==> src/rtl/uart_pkg.sv <==
// Shared UART definitions: data/FIFO geometry and TX FSM encodings.
// Imported by the TX FIFO, its storage and its handshake interface.
package uart_pkg;

  localparam int DATA_WIDTH = 8;
  localparam int DEPTH      = 16;
  localparam int ADDR_WIDTH = $clog2(DEPTH);

  typedef enum logic [2:0] {
    INTERVAL  = 3'd0,
    STARTBIT  = 3'd1,
    DATABITS  = 3'd2,
    PARITYBIT = 3'd3,
    STOPBIT   = 3'd4
  } txState_t;

  typedef logic [DATA_WIDTH-1:0] txChar_t;

endpackage

==> src/rtl/tx_fifo_if.sv <==
// Host/TX-shifter handshake bundle around the TX FIFO.
// master drives strobes and data, slave is the FIFO itself.
interface tx_fifo_if
  import uart_pkg::*;
#(
  parameter int DW = uart_pkg::DATA_WIDTH,
  parameter int AW = uart_pkg::ADDR_WIDTH
);

  logic          n_FifoWe_i;
  logic [DW-1:0] WrData_i;
  logic          n_FifoRe_i;
  logic          p_ErrClear_i;
  logic          p_FifoFull_o;
  logic [DW-1:0] FifoData_o;
  logic          p_FiFoEmpty_o;
  logic [AW:0]   FifoCount_o;
  logic          p_Overflow_o;
  logic          p_Underflow_o;

  modport master (
    output n_FifoWe_i, WrData_i,
    output n_FifoRe_i, p_ErrClear_i,
    input  p_FifoFull_o, FifoData_o,
    input  p_FiFoEmpty_o, FifoCount_o,
    input  p_Overflow_o, p_Underflow_o
  );

  modport slave (
    input  n_FifoWe_i, WrData_i,
    input  n_FifoRe_i, p_ErrClear_i,
    output p_FifoFull_o, FifoData_o,
    output p_FiFoEmpty_o, FifoCount_o,
    output p_Overflow_o, p_Underflow_o
  );

endinterface

==> src/rtl/fifo_mem.sv <==
// TX FIFO storage: synchronous write, asynchronous read.
// Contents are deliberately not reset.
module fifo_mem
  import uart_pkg::*;
#(
  parameter int DATA_WIDTH = uart_pkg::DATA_WIDTH,
  parameter int DEPTH      = uart_pkg::DEPTH,
  parameter int ADDR_WIDTH = $clog2(DEPTH)
) (
  input  logic                  clk,
  input  logic                  we,
  input  logic [ADDR_WIDTH-1:0] wAddr,
  input  logic [DATA_WIDTH-1:0] wData,
  input  logic [ADDR_WIDTH-1:0] rAddr,
  output logic [DATA_WIDTH-1:0] rData
);

  logic [DATA_WIDTH-1:0] mem [DEPTH];

  always_ff @(posedge clk) begin
    if (we) begin
      mem[wAddr] <= wData;
    end
  end

  assign rData = mem[rAddr];

endmodule

==> src/rtl/tx_fifo.sv <==
// First-word-fall-through TX FIFO with sticky over/underflow flags.
// Pointer, count and flag control; storage lives in fifo_mem.
module tx_fifo
  import uart_pkg::*;
#(
  parameter int DATA_WIDTH = uart_pkg::DATA_WIDTH,
  parameter int DEPTH      = uart_pkg::DEPTH
) (
  input logic     clk,
  input logic     rst,
  tx_fifo_if.slave bus
);

  localparam int AW = $clog2(DEPTH);
  localparam logic [AW:0]   FULL_CNT = (AW+1)'(DEPTH);
  localparam logic [AW:0]   CNT_ONE  = (AW+1)'(1);
  localparam logic [AW-1:0] PTR_ONE  = AW'(1);

  logic [AW-1:0]         wrPtr;
  logic [AW-1:0]         rdPtr;
  logic [AW:0]           count;
  logic                  ovf;
  logic                  unf;
  logic [DATA_WIDTH-1:0] memData;

  logic empty, full;
  logic wrReq, rdReq;
  logic wrOk, rdOk;
  logic ovfEv, unfEv;

  assign empty = (count == '0);
  assign full  = (count == FULL_CNT);
  assign wrReq = ~bus.n_FifoWe_i;
  assign rdReq = ~bus.n_FifoRe_i;

  // A pop in the same cycle frees the slot a full-FIFO write needs.
  assign rdOk  = rdReq & ~empty;
  assign wrOk  = wrReq & (~full | rdOk);
  assign ovfEv = wrReq & full & ~rdOk;
  assign unfEv = rdReq & empty;

  fifo_mem #(
    .DATA_WIDTH(DATA_WIDTH),
    .DEPTH     (DEPTH),
    .ADDR_WIDTH(AW)
  ) u_mem (
    .clk  (clk),
    .we   (wrOk & ~rst),
    .wAddr(wrPtr),
    .wData(bus.WrData_i),
    .rAddr(rdPtr),
    .rData(memData)
  );

  always_ff @(posedge clk) begin
    if (rst) begin
      wrPtr <= '0;
      rdPtr <= '0;
      count <= '0;
      ovf   <= 1'b0;
      unf   <= 1'b0;
    end else begin
      if (wrOk) wrPtr <= wrPtr + PTR_ONE;
      if (rdOk) rdPtr <= rdPtr + PTR_ONE;
      unique case (1'b1)
        (wrOk & ~rdOk): count <= count + CNT_ONE;
        (rdOk & ~wrOk): count <= count - CNT_ONE;
        default:        count <= count;
      endcase
      // A fresh error event outranks the clear pulse.
      if (bus.p_ErrClear_i) begin
        ovf <= ovfEv;
        unf <= unfEv;
      end else begin
        ovf <= ovf | ovfEv;
        unf <= unf | unfEv;
      end
    end
  end

  assign bus.FifoData_o    = empty ? '0 : memData;
  assign bus.p_FiFoEmpty_o = empty;
  assign bus.p_FifoFull_o  = full;
  assign bus.FifoCount_o   = count;
  assign bus.p_Overflow_o  = ovf;
  assign bus.p_Underflow_o = unf;

endmodule
==> src/flat_wrapper.sv <==
// flat-port wrapper written by rule: the top's interface ports become plain ports
module tx_fifo_flat import uart_pkg::*;
#(
  parameter int DATA_WIDTH = uart_pkg::DATA_WIDTH,
  parameter int DEPTH      = uart_pkg::DEPTH
)
  (clk, rst, bus_n_FifoWe_i, bus_WrData_i, bus_n_FifoRe_i, bus_p_ErrClear_i, bus_p_FifoFull_o, bus_FifoData_o, bus_p_FiFoEmpty_o, bus_FifoCount_o, bus_p_Overflow_o, bus_p_Underflow_o);
  tx_fifo_if bus_i ();
  input logic clk;
  input logic rst;
  input wire logic [$bits(bus_i.n_FifoWe_i)-1:0] bus_n_FifoWe_i;
  input wire logic [$bits(bus_i.WrData_i)-1:0] bus_WrData_i;
  input wire logic [$bits(bus_i.n_FifoRe_i)-1:0] bus_n_FifoRe_i;
  input wire logic [$bits(bus_i.p_ErrClear_i)-1:0] bus_p_ErrClear_i;
  output wire logic [$bits(bus_i.p_FifoFull_o)-1:0] bus_p_FifoFull_o;
  output wire logic [$bits(bus_i.FifoData_o)-1:0] bus_FifoData_o;
  output wire logic [$bits(bus_i.p_FiFoEmpty_o)-1:0] bus_p_FiFoEmpty_o;
  output wire logic [$bits(bus_i.FifoCount_o)-1:0] bus_FifoCount_o;
  output wire logic [$bits(bus_i.p_Overflow_o)-1:0] bus_p_Overflow_o;
  output wire logic [$bits(bus_i.p_Underflow_o)-1:0] bus_p_Underflow_o;
  assign bus_i.n_FifoWe_i = bus_n_FifoWe_i;
  assign bus_i.WrData_i = bus_WrData_i;
  assign bus_i.n_FifoRe_i = bus_n_FifoRe_i;
  assign bus_i.p_ErrClear_i = bus_p_ErrClear_i;
  assign bus_p_FifoFull_o = bus_i.p_FifoFull_o;
  assign bus_FifoData_o = bus_i.FifoData_o;
  assign bus_p_FiFoEmpty_o = bus_i.p_FiFoEmpty_o;
  assign bus_FifoCount_o = bus_i.FifoCount_o;
  assign bus_p_Overflow_o = bus_i.p_Overflow_o;
  assign bus_p_Underflow_o = bus_i.p_Underflow_o;
  tx_fifo #(.DATA_WIDTH(DATA_WIDTH), .DEPTH(DEPTH)) u_core (.clk(clk), .rst(rst), .bus(bus_i));
endmodule
==> config.mk <==
export PLATFORM = sky130hd
export DESIGN_NAME = tx_fifo_flat
export DESIGN_NICKNAME = d
export VERILOG_FILES = /design/src/rtl/uart_pkg.sv /design/src/rtl/tx_fifo_if.sv /design/src/rtl/fifo_mem.sv /design/src/rtl/tx_fifo.sv /design/src/flat_wrapper.sv
export SDC_FILE = /design/constraint.sdc
export NUM_CORES = 1
export LEC_CHECK = 0
export CORE_MARGIN = 2
export CORE_UTILIZATION = 40
export CTS_CLUSTER_DIAMETER = 120
export DETAILED_ROUTE_END_ITERATION = 12
export HOLD_SLACK_MARGIN = 0.15
export PLACE_DENSITY_LB_ADDON = 0.25
export SETUP_SLACK_MARGIN = 0.1
export SLEW_MARGIN = 15
export SYNTH_ARGS = -nofsm -noshare
export SYNTH_HDL_FRONTEND = slang
export SYNTH_SLANG_ARGS = --single-unit
==> constraint.sdc <==
create_clock -name clk -period 2.8 [get_ports clk]
set_input_delay 0.56 -clock clk [delete_from_list [all_inputs] [get_ports clk]]
set_output_delay 0.56 -clock clk [all_outputs]
set_load 0.02 [all_outputs]
### Word-level counts from Yosys, hierarchy flattened

Memory sizes are Yosys's and may differ from the RTL's. A register that Yosys moved wholly into a read port is not among the register bits.
Cells that the tools add are included.

* memories: 1
* input port bits: 13
* RAM bits: 128
* flip-flop bits (word level): 15
* output and inout port bits: 17
* logic and storage cells: 39

* add/subtract/negate cells: 4
* bitwise logic cells: 18
* muxes and demuxes: 8
* equal/unequal tests: 1
* reduce and logical (&&, ||, !) cells: 2

Memories
* u_core.u_mem.mem: depth 16, width 8, read ports 1, clocked after Yosys merged registers in 1, write ports 1, line fifo_mem.sv:18 `logic [DATA_WIDTH-1:0] mem [DEPTH];`

Operators with widths (count)
* case mux 5 bit (2 select lines): 1
* adder 4 x 1 -> 4 bit (second input constant): 2
* AND 1 bit: 8
* two-way mux 4 bit: 2
* two-way mux 8 bit: 1
* NOT 1 bit: 7
* adder 5 x 1 -> 5 bit (second input constant): 1
* equality test 5 bit (second input constant): 1
* logical NOT 5 bit: 1
* subtractor 5 x 1 -> 5 bit (second input constant): 1
* two-way mux 1 bit: 4
* bitwise OR 1 bit: 3
* nonzero test 2 bit: 1

### Longest topological paths before layout

* depth in word-level cells: 8
* gate-level depth with buffers: 10
* depth with buffers taken out: 8

### Modules after synthesis

A second synthesis with hierarchy kept.

* cells, all modules: 323
* area, all modules: 5875.6 um^2

By module, submodules not included
* fifo_mem: cells an instance 221, area an instance 4987.3 um^2, seq. area each 3843.7 um^2, instances 1
* tx_fifo: cells an instance 102, area an instance 888.4 um^2, seq. area each 300.3 um^2, instances 1

### Worst setup path before layout

Ideal clock, no wire load.

* kind: register to register
* start point: reg u_core.count[1], in the netlist u_core.bus.FifoCount_o[1]
* end point: reg u_core.count[4], in the netlist u_core.bus.FifoCount_o[4]
* path buffers: 2
* slack: 0.296 ns
* data arrival time: 2.417 ns
* library setup time: 0.087 ns
* stages on the path, launching flop included: 11
* data required time: 2.713 ns
* period minus slack after synthesis: 2.504 ns
* cells stage by stage: dfxtp_1 buf_6 or4_4 buf_6 o21ai_4 inv_1 ha_1 nor2_1 o22ai_1 or4_1 o31ai_1

* longest elaborated chain between the ends: 8
* elaborated cells on any way between the ends: 15
* those cells by class: add/sub: 2; eq/ne: 1; mux: 1; bitwise: 9; reduce/logical: 2

Ends and longest elaborated chain
* from (decl): line tx_fifo.sv:21 `logic [AW:0] count;`
* from (signal assigned): line tx_fifo.sv:66 `(wrOk & ~rdOk): count <= count + CNT_ONE;`
* from (signal assigned): line tx_fifo.sv:67 `(rdOk & ~wrOk): count <= count - CNT_ONE;`
* from (signal assigned): line tx_fifo.sv:68 `default: count <= count;`
* logical NOT 5 bit: line tx_fifo.sv:31 `assign empty = (count == '0);`
* NOT 1 bit: line tx_fifo.sv:37 `assign rdOk = rdReq & ~empty;`
* AND 1 bit: line tx_fifo.sv:37
* bitwise OR 1 bit: line tx_fifo.sv:38 `assign wrOk = wrReq & (~full | rdOk);`
* AND 1 bit: line tx_fifo.sv:38
* NOT 1 bit: line tx_fifo.sv:67
* AND 1 bit: line tx_fifo.sv:67
* case mux 5 bit (2 select lines) / nonzero test 2 bit (equally long branches)

Several ways; a longest one is shown, not always the timed one.
A chain may end at the register's enable or synchronous reset.

==> impl_metrics.json <==
{
  "finalCriticalPeriod_ns": 2.67,
  "critPathRequiredTime_ns": 2.24,
  "vias": 3155,
  "grt-ovfl-total": 0,
  "drt-pass1-iter-count": 4,
  "clock-sinks": 147,
  "nFillCells": 1199,
  "grt_pass1_vias": 3322,
  "vdd_ir_drop_max_uv": 496,
  "p_leak_nw": 2.34,
  "critPathMaxFanout": 11,
  "path_delay_family": "multiplexers",
  "pwr_density_cell_nw_per_um2": 876,
  "yosysMostFrequentCell": "edfxtp_1",
  "design.core.area_um2": 14600,
  "cts_buffers": 17,
  "cpPeakStageDelay_ns": 0.54,
  "synth_edf_count": 128,
  "whs_ns": 0.520,
  "synthCells": 337,
  "layout.nets": 421,
  "hold_path_class": "reg2reg",
  "avgSynthCellArea_um2": 17.7,
  "cts-root-buf": "clkbuf_16",
  "cts_tree": "done",
  "max_slew_margin": 0.595,
  "status": "finished, final reports clean",
  "synth_xor_area_frac": 0.0103,
  "wl_per_cell_um": 20.0,
  "reg2reg_slack_ns": 0.37,
  "setup_viol": 0,
  "path_clk_slew_ns": 0.05,
  "io_pins": 30,
  "whs_path_depth": 2,
  "worst_path_max_delay_cell": "mux4_2",
  "drcViolationCount": 0,
  "yosysTopAreaCellShare": 0.643,
  "worst-slew-pin-transition_ns": 0.606,
  "maxSlewViolCount": 0,
  "syn_nets": 357,
  "drive_above_1_share": 0.274,
  "synth_top_family_by_area": "multiplexers",
  "drt_iter0_markers": 278,
  "synthTopCellsByCount": "128 x edfxtp_1, 32 x mux4_2, 27 x nor2_1, 19 x dfxtp_1, 18 x mux2i_1",
  "area_delta_synth_final_pct": 21.7,
  "r2r.worst_path.cells": 8,
  "grt_max_degree": 33,
  "hold_violations": 0,
  "fin_crit_sh": 0.954,
  "synth-seq-area-share": 0.707,
  "grt_pass1_wl_um": 19100,
  "synth_fa_ha_area_frac": 0.0147,
  "rsz0062_at_grt": "yes",
  "chipWidth_um": 126,
  "crit_buf_inv": 2,
  "startpoint_type": "flop",
  "r2r-end": "u_core.bus.FifoCount_o[4]",
  "fmaxAchievable_ghz": 0.374,
  "fin_skew_ns": 0.00773,
  "rows": 44,
  "cts_hold_buf": 0,
  "holdCritStartpoint": "u_core.rdPtr[3]",
  "gr-usage-all-layers": 0.162,
  "critPathKind": "reg2out",
  "gp_congestion": 0.857,
  "post_cts_buffers": 0,
  "drv_cap": 0,
  "ys_seq_elements": 147,
  "cts-htree-levels": 4,
  "diodes": 0,
  "setup_tns_ns": 0,
  "synthSimpleGateAreaFrac": 0.0530,
  "ant_nets": 0,
  "clk_path_buf_depth": 2,
  "portBuffers": 29,
  "synthMuxAreaShare": 0.155,
  "die_y_um": 126,
  "synth_top_cells_by_area": "edfxtp_1 64%, mux4_2 12%, dfxtp_1 6.4%, mux2i_1 3.0%, nor2_1 1.7%",
  "cp_data_arrival_time_ns": 2.11,
  "dp_hpwl_um": 7670,
  "antenna_found_initial": 0,
  "synth_warnings": 0,
  "die_area_um2": 15900,
  "synth_compound_area_frac": 0.0398,
  "r2r_start": "u_core.bus.FifoCount_o[3]",
  "synth_top_area_cell": "edfxtp_1",
  "cp-end-kind": "primary output",
  "synthDistinctLibCells": 44,
  "ys.flop_type": "edfxtp_1",
  "path_cells": "buf_12, mux4_2, mux2i_4, o22ai_2, clkdlybuf4s15_2",
  "drt_wl_total_um": 11900,
  "synth_area_um2": 5970,
  "start_util": 0.410,
  "async_reset_ff_frac": 0,
  "vias_per_cell": 5.28,
  "clkLatencyLatePin_ns": 0.41
}
-- worst register-to-register path, stage by stage, from the launching register on --
cell	delay [ns]
dfxtp_1	0.31
or4_4	0.62
o21ai_4	0.22
inv_1	0.12
ha_1	0.33
nor2_1	0.10
o22ai_1	0.11
or4_1	0.47
o31ai_1	0.07
-- registers in the layout, indices dropped and copies added, names as in the netlist, named ones only --
register	flops
u_core.bus.p_Overflow_o	1
u_core.u_mem.mem	128
u_core.bus.p_Underflow_o	1
u_core.bus.FifoCount_o	5
u_core.rdPtr	4
u_core.wrPtr	4
-- how the worst max path moves through the flow --
stage / end / slack (ns) / depth (start not counted)
floorplan: u_core.bus.FifoCount_o[4] / 0.30 / 10
global placement: bus_FifoData_o[7] / 0.19 / 5
detailed placement: u_core.bus.FifoCount_o[4] / 0.13 / 9
CTS: bus_FifoData_o[7] / 0.02 / 5
global route: bus_FifoData_o[5] / 0.06 / 5
finish: bus_FifoData_o[6] / 0.13 / 5
-- layer usage --
metal  wire length (µm)  GRT usage  vias to the layer above  share of wire
met3                449     0.0446                        8          0.038
met2               5930      0.267                       73           0.50
met4                172     0.0491                        0          0.014
li1                   -          -                     1468              -
met5                  0          0                        -              0
met1               5360      0.209                     1606           0.45
-- through the flow --
stage / setup slack (ns) / total power [W] / utilization / cells / cell area [µm²]
floorplan: 0.296 / 0.00374 / - / 337 / 5970
global placement: 0.195 / 0.00438 / 0.459 / 565 / 6700
detailed placement: 0.133 / 0.00440 / 0.459 / 565 / 6700
CTS: 0.0207 / 0.00644 / 0.498 / 597 / 7270
global route: 0.0644 / 0.00666 / 0.498 / 597 / 7270
finish: 0.129 / 0.00637 / 0.498 / 597 / 7270
-- area by class of cell --
class,instances,area [µm²],area share
clock buffers,21,440,0.0606
clock inverters,10,87.6,0.0121
inverters,7,26.3,0.00362
multi-input cells,163,1660,0.228
flip-flops and latches,147,4230,0.582
well taps,184,230,0.0317
repair buffers,65,601,0.0826
-- cells by family after synthesis --
logic type	count (synthesis)
DFF	147
and+or+nand+nor	63
muxes	52
AOI/OAI and AO/OA	34
buffers and inverters	27
xor gates and xnor gates	7
adders and majority gates	7
-- layout by cell type (no fill, tap or decap), types with 6 or more instances in the layout --
cell / instances
clkdlybuf4s50_1: 19
nor3_1: 8
clkbuf_16: 17
buf_4: 32
inv_1: 7
nand2_1: 8
o22ai_1: 8
xnor2_1: 6
nor2_1: 27
ha_1: 7
mux2i_1: 16
mux4_2: 32
edfxtp_1: 128
dfxtp_1: 18
-- report_power, final --
group | internal (W) | switching [W] | total (W)
Sequential | 0.00246 | 0.0000629 | 0.00253
Clock | 0.00121 | 0.000814 | 0.00202
Combinational | 0.000875 | 0.000947 | 0.00182
Total | 0.00455 | 0.00182 | 0.00637
-- what timing repair did --
action | in CTS | in global routing
endpoints found under the hold margin | 0 | 0
cloned | 1 | 0
gates resized for setup | 33 | 4
setup endpoints to repair | 10 | 7
Note: power is estimated with default switching activity, not from simulation.
